--- config.mk ---
export PLATFORM = sky130hd
export DESIGN_NAME = fxp_seq_mul
export DESIGN_NICKNAME = d
export VERILOG_FILES = /design/src/rtl/fxp_seq_mul.sv
export SDC_FILE = /design/constraint.sdc
export NUM_CORES = 1
export LEC_CHECK = 0
export CAP_MARGIN = 40
export CORE_UTILIZATION = 35
export CTS_CLUSTER_SIZE = 20
export DETAILED_ROUTE_END_ITERATION = 7
export GPL_ROUTABILITY_DRIVEN = 1
export PLACE_DENSITY = 0.5
export SETUP_SLACK_MARGIN = 0.02
export SLEW_MARGIN = 20
export SYNTH_ARGS = -nofsm -noshare
export SYNTH_HDL_FRONTEND = slang
export SYNTH_SLANG_ARGS = --single-unit
--- constraint.sdc ---
create_clock -name clk -period 8.6 [get_ports clk]
set_input_delay 2.58 -clock clk [delete_from_list [all_inputs] [get_ports clk]]
set_output_delay 2.58 -clock clk [all_outputs]
set_load 0.02 [all_outputs]
--- src/rtl/fxp_seq_mul.sv ---
// fxp_seq_mul: radix-2 shift-and-add multiplier for unsigned Q2.(WIDTH-2).
// One operation in flight; valid/ready on both sides; product saturates on overflow.
module fxp_seq_mul #(
    parameter int WIDTH = 29
) (
    input  logic             clk,
    input  logic             reset,
    input  logic             in_valid,
    output logic             in_ready,
    input  logic [WIDTH-1:0] a,
    input  logic [WIDTH-1:0] b,
    output logic             out_valid,
    input  logic             out_ready,
    output logic [WIDTH-1:0] product,
    output logic             ovf
);

    localparam int PW = 2 * WIDTH;
    localparam int CW = $clog2(WIDTH);

    typedef enum logic [1:0] {
        IDLE = 2'd0,
        RUN  = 2'd1,
        DONE = 2'd2
    } state_t;

    state_t           state;
    state_t           state_nxt;
    logic [PW-1:0]    a_reg;
    logic [PW-1:0]    acc;
    logic [PW-1:0]    acc_nxt;
    logic [WIDTH-1:0] b_reg;
    logic [WIDTH-1:0] prod_nxt;
    logic [CW-1:0]    cnt;
    logic             last;
    logic             ovf_nxt;

    assign last = (cnt == CW'(WIDTH - 1));

    // Accumulator after this iteration's conditional add, and the
    // saturated Q2 result that would be formed from it.
    always_comb begin
        acc_nxt  = acc + (b_reg[0] ? a_reg : '0);
        ovf_nxt  = |acc_nxt[PW-1:PW-2];
        prod_nxt = ovf_nxt ? '1 : acc_nxt[PW-3:WIDTH-2];
    end

    // State register.
    always_ff @(posedge clk or posedge reset) begin
        if (reset) begin
            state <= IDLE;
        end else begin
            state <= state_nxt;
        end
    end

    // Next-state logic and handshake outputs.
    always_comb begin
        state_nxt = state;
        in_ready  = 1'b0;
        out_valid = 1'b0;
        unique case (state)
            IDLE: begin
                in_ready = 1'b1;
                if (in_valid) begin
                    state_nxt = RUN;
                end
            end
            RUN: begin
                if (last) begin
                    state_nxt = DONE;
                end
            end
            DONE: begin
                out_valid = 1'b1;
                if (out_ready) begin
                    state_nxt = IDLE;
                end
            end
            default: begin
                state_nxt = IDLE;
            end
        endcase
    end

    // Operand capture, shift-and-add iterations and result registration.
    always_ff @(posedge clk or posedge reset) begin
        if (reset) begin
            a_reg   <= '0;
            b_reg   <= '0;
            acc     <= '0;
            cnt     <= '0;
            product <= '0;
            ovf     <= 1'b0;
        end else begin
            unique case (state)
                IDLE: begin
                    if (in_valid) begin
                        a_reg <= {{WIDTH{1'b0}}, a};
                        b_reg <= b;
                        acc   <= '0;
                        cnt   <= '0;
                    end
                end
                RUN: begin
                    acc   <= acc_nxt;
                    a_reg <= a_reg << 1;
                    b_reg <= b_reg >> 1;
                    cnt   <= cnt + CW'(1);
                    if (last) begin
                        product <= prod_nxt;
                        ovf     <= ovf_nxt;
                    end
                end
                default: begin
                end
            endcase
        end
    end

endmodule

## After elaboration in Yosys (flattened, before gate mapping)

Cells that the tools add are included.

| word-level totals | value |
|---|---|
| register bits after elaboration | 182 |
| input bits | 62 |
| output and inout port bits | 32 |

| operators by class | value |
|---|---|
| $add $sub $neg | 2 |
| eq/ne operators | 6 |
| multiplexer cells | 16 |
| reduce and logical (&&, ||, !) cells | 6 |

Operator list:

| operator | number |
|---|---|
| case mux 58 bit (2 select lines) | 2 |
| two-way mux 58 bit | 3 |
| adder 58 bit | 1 |
| two-way mux 29 bit | 2 |
| case mux 29 bit (2 select lines) | 1 |
| case mux 5 bit (2 select lines) | 1 |
| two-way mux 2 bit | 3 |
| != test 2 bit (second input constant) | 3 |
| case mux 2 bit (3 select lines) | 1 |
| adder 5 x 1 -> 5 bit (second input constant) | 1 |
| == test 5 bit (second input constant) | 1 |
| two-way mux 5 bit | 1 |
| AND reduction 2 bit | 2 |
| AND reduction 3 bit | 1 |
| == test 2 x 1 -> 1 bit (second input constant) | 1 |
| == test 2 bit (second input constant) | 1 |
| zero test 2 bit | 1 |
| two-way mux 1 bit | 2 |
| nonzero test 2 bit | 1 |
| OR reduction 2 bit | 1 |

## Logic depth before layout (Yosys ltp)

Gate-level depths: netlist of run 1.

| logic depth | value |
|---|---|
| depth after elaboration | 4 |
| gate-level depth with buffers | 16 |

## Worst setup path after synthesis of run 1

Ideal clock, no wire load.

| timing path | value |
|---|---|
| path kind | input port to flip-flop |
| from | input in_valid |
| to | register acc[19] |
| arrival time | 3601 ps |
| required time | 8534 ps |
| setup slack | 4932 ps |
| cell stages on the path | 4 |
| cell sequence | o21ai_1 clkbuf_1 clkbuf_1 a22o_1 |

| on the way | value |
|---|---|
| longest elaborated chain between the ends | 2 |

Ends and longest elaborated chain:

| element | line | source |
|---|---|---|
| start: declaration | 8 | `input logic in_valid,` |
| != test 2 bit (no line) | n/a |  |
| AND reduction 2 bit (no line) | n/a |  |
| end signal: assignment | 106 | `acc <= acc_nxt;` |
| end: declaration | 30 | `logic [PW-1:0] acc;` |

No other way between the ends.
A chain may end at the register's enable or synchronous reset.

## Worst setup path after layout of run 1

| timing path | value |
|---|---|
| from | register state[1] |
| to | output out_valid |

| on the way | value |
|---|---|
| longest elaborated chain between the ends | 2 |

Ends and longest elaborated chain:

| element | line | source |
|---|---|---|
| start: declaration | 27 | `state_t state;` |
| start signal: assignment | 53 | `state <= state_nxt;` |
| == test 2 bit | 62 | `unique case (state)` |
| two-way mux 1 bit | 62 |  |
| end: declaration | 12 | `output logic out_valid,` |

No other way between the ends.

==> impl_results.md, run 1 <==
- TritonRoute pass-1 iters: 5
- Fraction of layout cells with a size suffix above 1: approximately 6.0%
- Initial antenna violation count: 0
- Met3 Use GR: under 10%
- Pleak: between 5 and 6 nW
- Crit path arrival time: 2.49 ns
- HPWL after DPL: ~19000 um
- # port buffers: 93
- Row count: 63
- Final hold vios: 0
- Worst hold path type: reg -> reg
- Nets@finish: 1313
- Flop pwr share: 35.0%
- Area share of the largest cell type after synthesis: a little over two fifths
- Core area: roughly 30000 um2
- Post-CTS sizing: 0
- VDD IR-drop max: roughly 170 uV
- Tmin final: just over 5 ns
- Setup_tns: 0 ns
- Switching Share: ~41%
- Slew Viols, Final: 0
- Gr busiest metal: met2
- Routing usage on met2: approximately 29%
- CP Class: reg -> out
- Syn Area/Cell: ~9.4 um2
- Max Freq: 0.1973 GHz
- Outcome: completed
- Clock Pin Slew Worst Setup and Hold Paths: ~0.08 ns
- Die area: between 30000 and 40000 um2
- Clk root buf: clkbuf_16
- Die W: 176.6 um
- Crit Path Max Fanout: 60
- Total track usage: between 10% and 20%
- Rel. slew slack: 44.81%
- Critical-path cell list: buf_4, inv_1, nor2_1, clkdlybuf4s50_1
- RePlAce Congestion: between 0.8 and 0.9
- # Post-CTS Setup Buffers: 0
- Post-synth EDFFs: 0
- N_diodes: 0
- Sequential fraction of the synthesis area: between 40% and 50%
- H-tree Lvls: 4
- Vias/cell: 5.471
- RSZ-0062 raised after global routing: no
- Post-layout instance area: 12550 um2
- Switching pwr: 1.710 mW
- Initial Utilization: about 36%
- Net count after synthesis: ~1300
- Clock Power Share: between 10% and 20%
- Area leader, netlist: dfrtp_1
- I/O pins: 94
- Routed via count: 8720
- Combinational power share: a little under half
- Clock buffer depth: 2
- Synth Flop Type: dfrtp_1
- Inserted Clock Buffers: 17
- Max-cap violation count: 0
- Layout area overhead: 17.60%
- Share of async-settable or async-resettable flops after synthesis: 100.0%
- Critical path's slowest cell: clkdlybuf4s50_1
- Pin count of the biggest net entering global routing: 72
- Drt drc: 0
- Post-detailed-route count of antenna-violating nets: 0
- Endpoints failing setup: 0
- Yosys cell types: 66
- Commonest cells after routing, fill and taps aside: dfrtp_1 (180), nand2_1 (139), o21ai_0 (118)
- CTS tree: built
- Synth area leaders: dfrtp_1 (43%), ha_1 (6.9%), o21ai_0 (5.5%), a22o_1 (5.1%), nand2_1 (4.9%)
- Mapped Area: around 11000 um2
- Slew @ Worst Pin: roughly 0.83 ns
- Yosys warnings: 0
- First-pass GRT wire length: 45930 um
- Period utilisation layout: approximately three fifths
- Clock latency on the worst-skew pair: around 0.45 ns
- Worst Path Buf+Inv: 3
- Crit path max-delay family: buffers and inverters
- Commonest non-fill, non-tap cell in the layout: dfrtp_1
- Syn Inst Count: between 1000 and 1500
- Startpoint type of the worst setup path: flip-flop
- M1 GR Usage: between 20% and 30%
- Crit-path max cell delay: approximately 0.65 ns
- Clock skew: 0.01942 ns
- Overflow after GRT: 0
- CP required: about 6 ns
- Vias in the first global route: about 8600
- Int Power: approximately 2.4 mW
- Area after DPL: 12010 um2
- CTS Hold Buffers Added: 0
- First DRT Iteration DRCs: approximately 570
- # clock sinks: about 180
- Worst Setup End Kind: primary output
- DR WL/cell: between 15 and 20 um
- Die Y: 176.6 um
- Post-layout util: 42.13%
- Seq cells post-synth: approximately 180
- Pwr Density: approximately 330 nW/um2
- Final wirelength: 27640 um
[routing by layer]
metal	up-vias	wire length [um]
li1	4262	-
met1	4273	14010
met2	159	12500
met3	26	797
met4	0	329
met5	-	0
[path summary, 6_finish.rpt]
path	to	cells after the start	slack (ns)	startpoint
min	b_reg[17]$_DFFE_PP0P_	2	0.48	b_reg[17]$_DFFE_PP0P_
max reg2reg	product[13]$_DFFE_PP0P_	15	4.13	b_reg[0]$_DFFE_PP0P_
min reg2reg	b_reg[17]$_DFFE_PP0P_	2	0.48	b_reg[17]$_DFFE_PP0P_
max in group asynchronous	state[1]$_DFFE_PP0P_	5	4.74	reset
min in group asynchronous	b_reg[19]$_DFFE_PP0P_	2	2.52	reset
max	out_valid	4	3.53	state[1]$_DFFE_PP0P_
[cell type report]
type                    instances  area [um2]
flip-flops and latches        182        4557
well taps                     390       488.0
clock inverters                14       118.9
multi-input cells             862        5776
fillers                      2976       17240
inverters                      22       90.09
repair buffers                106        1096
clock buffers                  18       429.2
[Yosys cell counts (all sizes together) (7+ instances only)]
cell type	number
nor2b	8
nor3	7
a22oi	56
a21oi	80
inv	22
o22a	26
a22o	62
ha	59
o21ai	127
nand4	16
clkbuf	60
and2	61
dfrtp	182
o21bai	10
xor2	24
a21o	22
xnor2	33
nor2	44
nand2	139
nand3	11
buf	11
[worst min-delay path: stages, from the launching register on]
cell	delay [ns]
dfrtp_1	0.35
nand2_1	0.04
o21ai_0	0.06
[stage by stage]
stage / total power, mW / hold WS, ns / setup slack, ns / cells
floorplan: 2.816 / 0.4502 / 1.076 / 1137
global placement: 3.386 / 0.4611 / 3.805 / 1558
detailed placement: 3.408 / 0.4703 / 3.952 / 1562
CTS: 4.182 / 0.4881 / 3.461 / 1594
global route: 4.458 / 0.5088 / 3.391 / 1594
finish: 4.140 / 0.4823 / 3.533 / 1594
[power by group through the flow]
stage	Sequential (mW)	Clock [mW]	Combinational [mW]
6_report	1.45	0.759	1.93
5_1_grt	1.50	0.812	2.14
4_1_cts	1.46	0.781	1.95
3_5_place_dp	1.47	0	1.94
3_3_place_gp	1.47	0	1.91
2_1_floorplan	1.49	0	1.33
[cells by family after synthesis]
group                      after synthesis  synth area share (%)
AOI/OAI and AO/OA                      431                 27.64
and+or+nand+nor                        313                 14.35
DFF                                    182                 42.66
buffers and inverters                   93                 3.481
adders and majority gates               60                 7.103
xor gates and xnor gates                57                 4.677
muxes                                    1               0.09377
(Power assumes the default switching activity.)
==> inputs of run 2 (changes only) <==
--- a/config.mk
+++ b/config.mk
@@ -10,7 +10,7 @@
 export CTS_CLUSTER_SIZE = 20
 export DETAILED_ROUTE_END_ITERATION = 7
 export GPL_ROUTABILITY_DRIVEN = 1
-export PLACE_DENSITY = 0.5
+export PLACE_DENSITY = 0.52
 export SETUP_SLACK_MARGIN = 0.02
 export SLEW_MARGIN = 20
 export SYNTH_ARGS = -nofsm -noshare
==> constraint.sdc (replaced) <==
create_clock -name clk -period 4.1 [get_ports clk]
set_input_delay 1.23 -clock clk [delete_from_list [all_inputs] [get_ports clk]]
set_output_delay 1.23 -clock clk [all_outputs]
set_load 0.02 [all_outputs]
==> run 2 against run 1 <==
Effect of this change: final cell count rose by 0.69%; combinational power rose by 110%; via count rose by 1.2%; utilization rose by 0.61 points; clock skew fell by 0.0028 ns; first-iteration DRC count fell by 19%; largest cell class unchanged; critical endpoint is now acc[54]$_DFFE_PP0P_; power rose by 120%; largest power group unchanged.
==> impl_results.md, run 2 (same netlist as run 1, synthesis figures left out) <==
- Worst path depth: 14 (+10)
- Flop pwr share: 35.1% (about the same)
- Setup slack at placement: 0.1370 ns (-3.815 ns)
- Switching pwr: 3.677 mW (+120%)
- M1 GR Usage: 27.67% (+1.1 points)
- Setup_tns: 0 ns (unchanged)
- Routing usage on met2: 29.26% (+0.46 points)
- Crit path arrival time: 4.20 ns (+1.71 ns)
- Endpoints failing setup: 0 (unchanged)
- Worst Path Buf+Inv: 1 (-2)
- Clock Pin Slew Worst Setup and Hold Paths: 0.08 ns (about the same)
- Pin count of the biggest net entering global routing: 70 (-2.8%)
- Commonest non-fill, non-tap cell in the layout: dfrtp_1
- Fillers: 2931 (-1.5%)
- Clock latency on the worst-skew pair: 0.44 ns (about the same)
- DR WL/cell: 17.90 um (+3.2%)
- Met3 Use GR: 2.749% (+0.26 points)
- Overflow after GRT: 0 (unchanged)
- N_diodes: 0 (unchanged)
- Switching Share: 41.27% (about the same)
- Critical-path cell list: and2_1, ha_1, inv_1, fa_1, and2b_1, o2111ai_2, a21oi_2, a41oi_1, a21oi_1, a21oi_1, o31a_1, o31ai_1, xor2_1, a22o_1
- Inserted Clock Buffers: 17 (unchanged)
- Post-layout instance area: 12740 um2 (+1.4%)
- Die Y: 176.6 um (unchanged)
- VDD IR-drop max: 376.7 uV (+120%)
- RePlAce Congestion: 0.9344 (+8.5%)
- Post-layout util: 42.74% (+0.61 points)
- Total track usage: 18.86% (+0.45 points)
- Pleak: 5.509 nW (+1.3%)
- Row count: 63 (unchanged)
- CP Class: reg -> reg
- Layout area overhead: 19.30%
- Critical path's slowest cell: dfrtp_1
- Vias/cell: 5.498 (+0.51%)
- Max-cap violation count: 0 (unchanged)
- Outcome: completed
- Die W: 176.6 um (unchanged)
- R2R cell count: 14 (-1)
- Routed via count: 8825 (+1.2%)
- CTS tree: built
- Vias in the first global route: 8819 (+2.1%)
- Worst Setup End Kind: flip-flop
- Worst reg2reg setup slack: 0.22 ns (-3.91 ns)
- Core area: 29800 um2 (unchanged)
- Startpoint type of the worst setup path: flip-flop
- Nets@finish: 1324 (+0.84%)
- Slew Viols, Final: 0 (unchanged)
- H-tree Lvls: 4 (unchanged)
- Crit path max-delay family: compound AO/OA/AOI/OAI gates
- Area after DPL: 12060 um2 (+0.41%)
- # clock sinks: 182 (unchanged)
- Max Freq: between 0.2 and 0.3 GHz
- CP dominant cell by count: a21oi_1
- Int Power: 5.233 mW (+120%)
- Drt drc: 0 (unchanged)
- Worst hold path type: reg -> reg
- Fraction of layout cells with a size suffix above 1: 7.078% (+1.1 points)
- Rel. slew slack: 47.39% (+2.6 points)
- Critical path capture point: acc[54]$_DFFE_PP0P_
- First DRT Iteration DRCs: 467 (-19%)
- TritonRoute pass-1 iters: 4 (-1)
- HPWL after DPL: 19480 um (+3.4%)
- Die area: 31200 um2 (unchanged)
- # port buffers: 93 (unchanged)
- Clock skew: 0.01659 ns (-0.002831 ns)
- R2r startpoint: b_reg[0]$_DFFE_PP0P_
- Final hold slack: 0.4852 ns (+0.002970 ns)
- Pwr Density: 699.6 nW/um2 (+110%)
- Finished Layout Cells: 1605 (+0.69%)
- Hold path depth: 2 (unchanged)
- Clock buffer depth: 2 (unchanged)
- First-pass GRT wire length: 47210 um (+2.8%)
- Total power draw: 8.910 mW (+120%)
- Tmin final: roughly 3.9 ns
- Initial Utilization: 35.83% (unchanged)
- Period utilisation layout: around 95%
- Crit Path Max Fanout: 4 (-93%)
- Final wirelength: 28730 um (+4.0%)
- RSZ-0062 raised after global routing: no
- I/O pins: 94 (unchanged)
- PnR worst setup slack: 0.2194 ns (-3.313 ns)
- CP required: 4.42 ns (-1.60 ns)
- Gr busiest metal: met2
- Clock Power Share: 19.1% (+0.8 points)
- Crit-path max cell delay: 0.43 ns (-0.22 ns)
- Slew @ Worst Pin: 0.7891 ns (-0.03871 ns)
- Initial antenna violation count: 0 (unchanged)
- Placed cell count: 1568 (+0.38%)
- Combinational power share: 45.8% (-0.8 points)
- Commonest cells after routing, fill and taps aside: dfrtp_1 (180), nand2_1 (139), o21ai_0 (118)
- Post-detailed-route count of antenna-violating nets: 0 (unchanged)
- Worst hold path startpoint: b_reg[16]$_DFFE_PP0P_
- Crit. Startpoint: b_reg[0]$_DFFE_PP0P_
- Clk root buf: clkbuf_16
- CTS Hold Buffers Added: 0 (unchanged)
- Crit Reg-Reg Endpoint: acc[54]$_DFFE_PP0P_
- Final hold vios: 0 (unchanged)
run 2: cell type report:
type | instances | area [um2] | share of cell area (%)
timing repair buffer | 115 | 1184 | 9.294
clock buffer | 18 | 439.2 | 3.448
tap | 390 | 488.0 | 3.831
multi-input combinational | 864 | 5824 | 45.73
inverter | 22 | 86.33 | 0.6779
sequential | 182 | 4557 | 35.78
clock inverter | 14 | 157.7 | 1.238
run 2: worst register-to-register path: stages, from the launching register on:
cell and delay, ns:
dfrtp_1 0.43, and2_1 0.15, ha_1 0.19, inv_1 0.06, fa_1 0.39, and2b_1 0.24
o2111ai_2 0.13, a21oi_2 0.24, a41oi_1 0.28, a21oi_1 0.35, a21oi_1 0.24, o31a_1 0.37
o31ai_1 0.33, xor2_1 0.14, a22o_1 0.22
run 2: repair_timing:
item	in CTS	in global routing
setup endpoints to repair	0	26
gates resized for setup	0	4
hold endpoints to repair	0	0
buffers inserted	0	3
run 2: how the worst min path moves through the flow:
stage and endpoint:
2_1_floorplan b_reg[10]$_DFFE_PP0P_, 3_3_place_gp b_reg[7]$_DFFE_PP0P_, 3_5_place_dp b_reg[5]$_DFFE_PP0P_, 4_1_cts b_reg[5]$_DFFE_PP0P_
5_1_grt b_reg[3]$_DFFE_PP0P_, 6_report b_reg[16]$_DFFE_PP0P_
run 2: metal layers:
metal / up-vias / part of all wire, %
met5: - / 0
met1: 4340 / 51
met2: 192 / 44
li1: 4271 / -
met4: 0 / 1.1
met3: 22 / 3.5
run 2: power by group through the flow:
stage / registers (mW) / logic, mW / clock network, mW
after floorplan: 3.12 / 2.79 / 0
after global placement: 3.16 / 4.01 / 0
after detailed placement: 3.16 / 4.07 / 0
after CTS: 3.13 / 4.07 / 1.76
after global routing: 3.23 / 4.55 / 1.82
final: 3.13 / 4.08 / 1.71
==> RTL edit 1, RTL diff (flow settings as in run 1) <==
Re-encode `state_t` (3 states) as one-hot, 3 bits wide.
--- a/src/rtl/fxp_seq_mul.sv
+++ b/src/rtl/fxp_seq_mul.sv
@@ -20,6 +20,6 @@
 
-    typedef enum logic [1:0] {
-        IDLE = 2'd0,
-        RUN  = 2'd1,
-        DONE = 2'd2
+    typedef enum logic [2:0] {
+        IDLE = 3'b001,
+        RUN  = 3'b010,
+        DONE = 3'b100
     } state_t;
Formal check against the unedited RTL: no difference found for any inputs over 10 cycles, from zero or initial values and one cycle with reset high; not proved beyond that.
==> RTL edit 1 against run 1 <==
Largest power group unchanged; first-iteration DRC count rose by 1.2%; worst setup slack got worse by 0.43 ns; design area rose by 3.3%; routed wire length rose by 2.1%; via count rose by 6.5%; sequential cell count rose by 1; hold slack got worse by 0.0056 ns; sequential power fell by 12%; synthesized area rose by 3.7%; power fell by 17%; critical endpoint is now product[1]; the flow now finishes with violations (DRC).
==> RTL edit 1: results (changes against run 1) <==
| Metric | Value |
|---|---|
| Run status | finished with violations (was finished clean) |
| Failing checks | DRC |
| Logic inverters | 24 (was 22) |
| Fin Hold WS | 0.4766 ns (was 0.4823 ns) |
| Non-clock buffers | 108 (was 106) |
| Synth top area cells | dfrtp_1, nand2_1, ha_1 (was dfrtp_1, ha_1, o21ai_0) |
| RR Endpoint | product[1] (was product[13]) |
| Clock buffers | 25 (was 18) |
| Cells on worst reg2reg path | 16 (was 15) |
| Fraction of standard cell area in multi-input logic | 0.4673 (was 0.4600) |
| Via density per instance | 5.233 (was 5.471) |
| DRT Pass-1 Iters | 7 (was 5) |
| First-pass GRT wire length | 47.82 mm (was 45.93 mm) |
| DR WL met3 | 1.078 mm (was 797 microns) |
| CP endpoint kind | flop (was output pin) |
| Register-to-Register Setup Slack | 3.10 ns (was 4.13 ns) |
| GRT Total Usage | 0.1814 (was 0.1840) |
| Comb_multi_in | 1032 (was 862) |
| Worst Skew | 0.01085 ns (was 0.01942 ns) |
| WP data arrival | 5.81 ns (was 2.49 ns) |
| Seq area share | 0.3531 (was 0.3630) |
| Met2 WL | 12.37 mm (was 12.50 mm) |
| Post-DP HPWL | 19.75 mm (was 18.83 mm) |
| Setup WS pre-CTS | 3.030 ns (was 3.952 ns) |
| Met3 global-route usage | 0.03039 (was 0.02491) |
| Via count | 9289 (was 8720) |
| # DRC | 3 (was 0) |
| Worst-path fanout max | 34 (was 60) |
| Switch Pwr | 1.372 mW (was 1.710 mW) |
| Worst path slowest cell | dfrtp_1 (was clkdlybuf4s50_1) |
| CTS sink count | 183 (was 182) |
| Leak | 5.938 nW (was 5.436 nW) |
## RTL edit 1: cell types whose count changed after synthesis, moves of 20 or more
cell / before / now
nand2_1: 139 / 242
a31oi_1: 5 / 58
nand3_1: 9 / 85
o21ai_0: 118 / 85
a21oi_1: 76 / 98
a22oi_1: 56 / 0
a22o_1: 62 / 5
nor2_1: 44 / 108
clkbuf_1: 60 / 81
o22a_1: 26 / 2
a21o_1: 22 / 42
## RTL edit 1: logic make-up (layout without fill, tap and decap cells)
| family | count (synthesis) | in the layout | synth area share |
|---|---|---|---|
| AOI/OAI and AO/OA | 362 | 362 | 0.2070 |
| xor gates and xnor gates | 55 | 55 | 0.04352 |
| adders and majority gates | 60 | 60 | 0.06851 |
| buffers and inverters | 113 | 164 | 0.04013 |
| DFF | 183 | 183 | 0.4139 |
| muxes | 1 | 1 | 0.0009044 |
| and+or+nand+nor | 554 | 554 | 0.2261 |
==> RTL edit 2, RTL diff (settings of run 1) <==
Made on the original files. `WIDTH`: 29 -> 58.
--- a/src/rtl/fxp_seq_mul.sv
+++ b/src/rtl/fxp_seq_mul.sv
@@ -3,3 +3,3 @@
 module fxp_seq_mul #(
-    parameter int WIDTH = 29
+    parameter int WIDTH = 58
 ) (
Ports: changed (resized a, b and product); port bits go from 94 to 181. No check against the original RTL was run, so the function may have changed too.
==> RTL edit 2 against run 1 <==
Design area increased by 110%; register-to-register slack got worse by 0.55 ns; highest routed layer unchanged; largest cell class unchanged; global-route usage increased by 3.3 points; routed wire length increased to 2.6 times the old value; die area increased by 110%; synthesized area increased by 110%; sequential cell count increased by 175; synthesized cell count increased by 140%; worst setup slack improved by 0.045 ns; power increased by 120%; clock power increased by 150%.
==> RTL edit 2: results (changes against run 1) <==
| Metric | Value |
|---|---|
| Register area share after synthesis | 0.3917 (was 0.4266) |
| DR WL/cell | 19.97 microns (was 17.34 microns) |
| Post-CTS Setup Inserts | 0 (unchanged) |
| GP Congestion | 0.9584 (was 0.8612) |
| Worst Skew | 0.03107 ns (was 0.01942 ns) |
| Worst-path fanout max | 4 (was 60) |
| Setup WS pre-CTS | 3.343 ns (was 3.952 ns) |
| DR WL met3 | 3.249 mm (was 797 microns) |
| Insertion delay to the later sink of the worst-skew pair | 0.60 ns (was 0.45 ns) |
| Compound-Gate Fraction of Synth Area | 0.2733 (was 0.2764) |
| Adder-cell share of the synthesized area | 0.06507 (was 0.07103) |
| P_int | 5.279 mW (was 2.430 mW) |
| PortBufs | 180 (was 93) |
| Run status | finished clean (unchanged) |
| Synth warnings | 0 (unchanged) |
| Fill count | 6445 (was 2976) |
| Layout cell share with drive strength beyond 1 | 0.04480 (was 0.05980) |
| Final net count | 2998 (was 1313) |
| Worst-margin pin slew | 0.8721 ns (was 0.8278 ns) |
| Post-DP HPWL | 52.13 mm (was 18.83 mm) |
| Vias in the first global route | 20170 (was 8637) |
| Via density per instance | 5.595 (was 5.471) |
| Worst vdd ir | 0.0001414 V (was 0.0001724 V) |
| Initial DRC Count | 1389 (was 574) |
| Slowest stage delay, CP | 0.71 ns (was 0.65 ns) |
| Placed cell areas | 0.02536 sq mm (was 0.01201 sq mm) |
| Largest net degree at the start of global routing | 149 (was 72) |
| CTS buffer count | 43 (was 17) |
| WP data arrival | 5.49 ns (was 2.49 ns) |
| Met2 WL | 32.67 mm (was 12.50 mm) |
| Netlist cell types | 70 (was 66) |
| Root buffer cell | clkbuf_16 (unchanged) |
| Clock transition at path regs | 0.06 ns (was 0.08 ns) |
| Synth top cells by count | dfrtp_1, o21ai_0, nand2_1, a21oi_1, and2_1 (was dfrtp_1, nand2_1, o21ai_0, a21oi_1, a22o_1) |
| Leak | 11.60 nW (was 5.436 nW) |
| Xor and xnor area share after synthesis | 0.04301 (was 0.04677) |
| Antenna violations before repair | 1 (was 0) |
| Synth top area cells | dfrtp_1, ha_1, o21ai_0 (unchanged) |
| Worst path slowest cell | o31ai_1 (was clkdlybuf4s50_1) |
| GRT Total Usage | 0.2166 (was 0.1840) |
| Mapped Nets | 2925 (was 1259) |
| First-pass GRT wire length | 115.7 mm (was 45.93 mm) |
| Buffer levels on the longest clock path | 3 (was 2) |
| Post-synthesis mux area share | 0 (was 0.0009376) |
| Met1 WL | 35.14 mm (was 14.01 mm) |
## RTL edit 2: kinds of logic (layout without fill, tap and decap cells)
group / count (synthesis) / after routing
fa+ha+maj: 118 / 118
compound gates: 1005 / 1005
simple gates: 859 / 859
buf+inv: 236 / 339
xor+xnor: 112 / 112
flops: 357 / 357
## RTL edit 2: worst paths after layout
check                          from          to  slack, ns  cells past startpoint
setup / recovery           a_reg[0]    acc[108]       3.58                     15
setup reg to reg           a_reg[0]    acc[108]       3.58                     15
hold / removal              acc[93]     acc[93]       0.49                      2
min in group asynchronous     reset     acc[50]       2.28                      2
hold reg to reg             acc[93]     acc[93]       0.49                      2
max in group asynchronous     reset  a_reg[102]       4.64                      4
## RTL edit 2: cell type report
cell class / instances / area share
clock inverters: 16 / 0.007919
clock buffers: 59 / 0.04458
multi-input cells: 2094 / 0.4844
inverters: 50 / 0.007128
flip-flops and latches: 357 / 0.3329
well taps: 855 / 0.03983
repair buffers: 214 / 0.08320
## RTL edit 2: routing by layer
metal / vias to the layer above / GRT usage
li1: 9818 / -
met1: 9997 / 0.3107
met2: 486 / 0.3409
met3: 93 / 0.02640
met4: 0 / 0.06167
met5: - / 0
## RTL edit 2: power by group through the flow
stage	Combinational (mW)	Clock, mW	Sequential [mW]
final	4.53	1.86	2.88
after global routing	5.01	1.98	2.97
after CTS	4.47	1.92	2.92
after detailed placement	4.46	0	2.93
after global placement	4.40	0	2.93
after floorplan	3.09	0	2.86
## RTL edit 2: critical path, delay by kind of cell, from the launching register on
kind	cells	cell delay (ns)
AOI/OAI and AO/OA	9	3.08
DFF	1	0.46
and+or+nand+nor	2	0.39
adders and majority gates	2	0.62
xor gates and xnor gates	1	0.13
buffers and inverters	1	0.20
## RTL edit 2: through the flow
step	cells	utilization	total power, mW
floorplan	2687	-	5.960
global placement	3556	0.3906	7.328
detailed placement	3565	0.3933	7.391
CTS	3640	0.4152	9.310
global route	3645	0.4166	9.969
finish	3645	0.4166	9.271
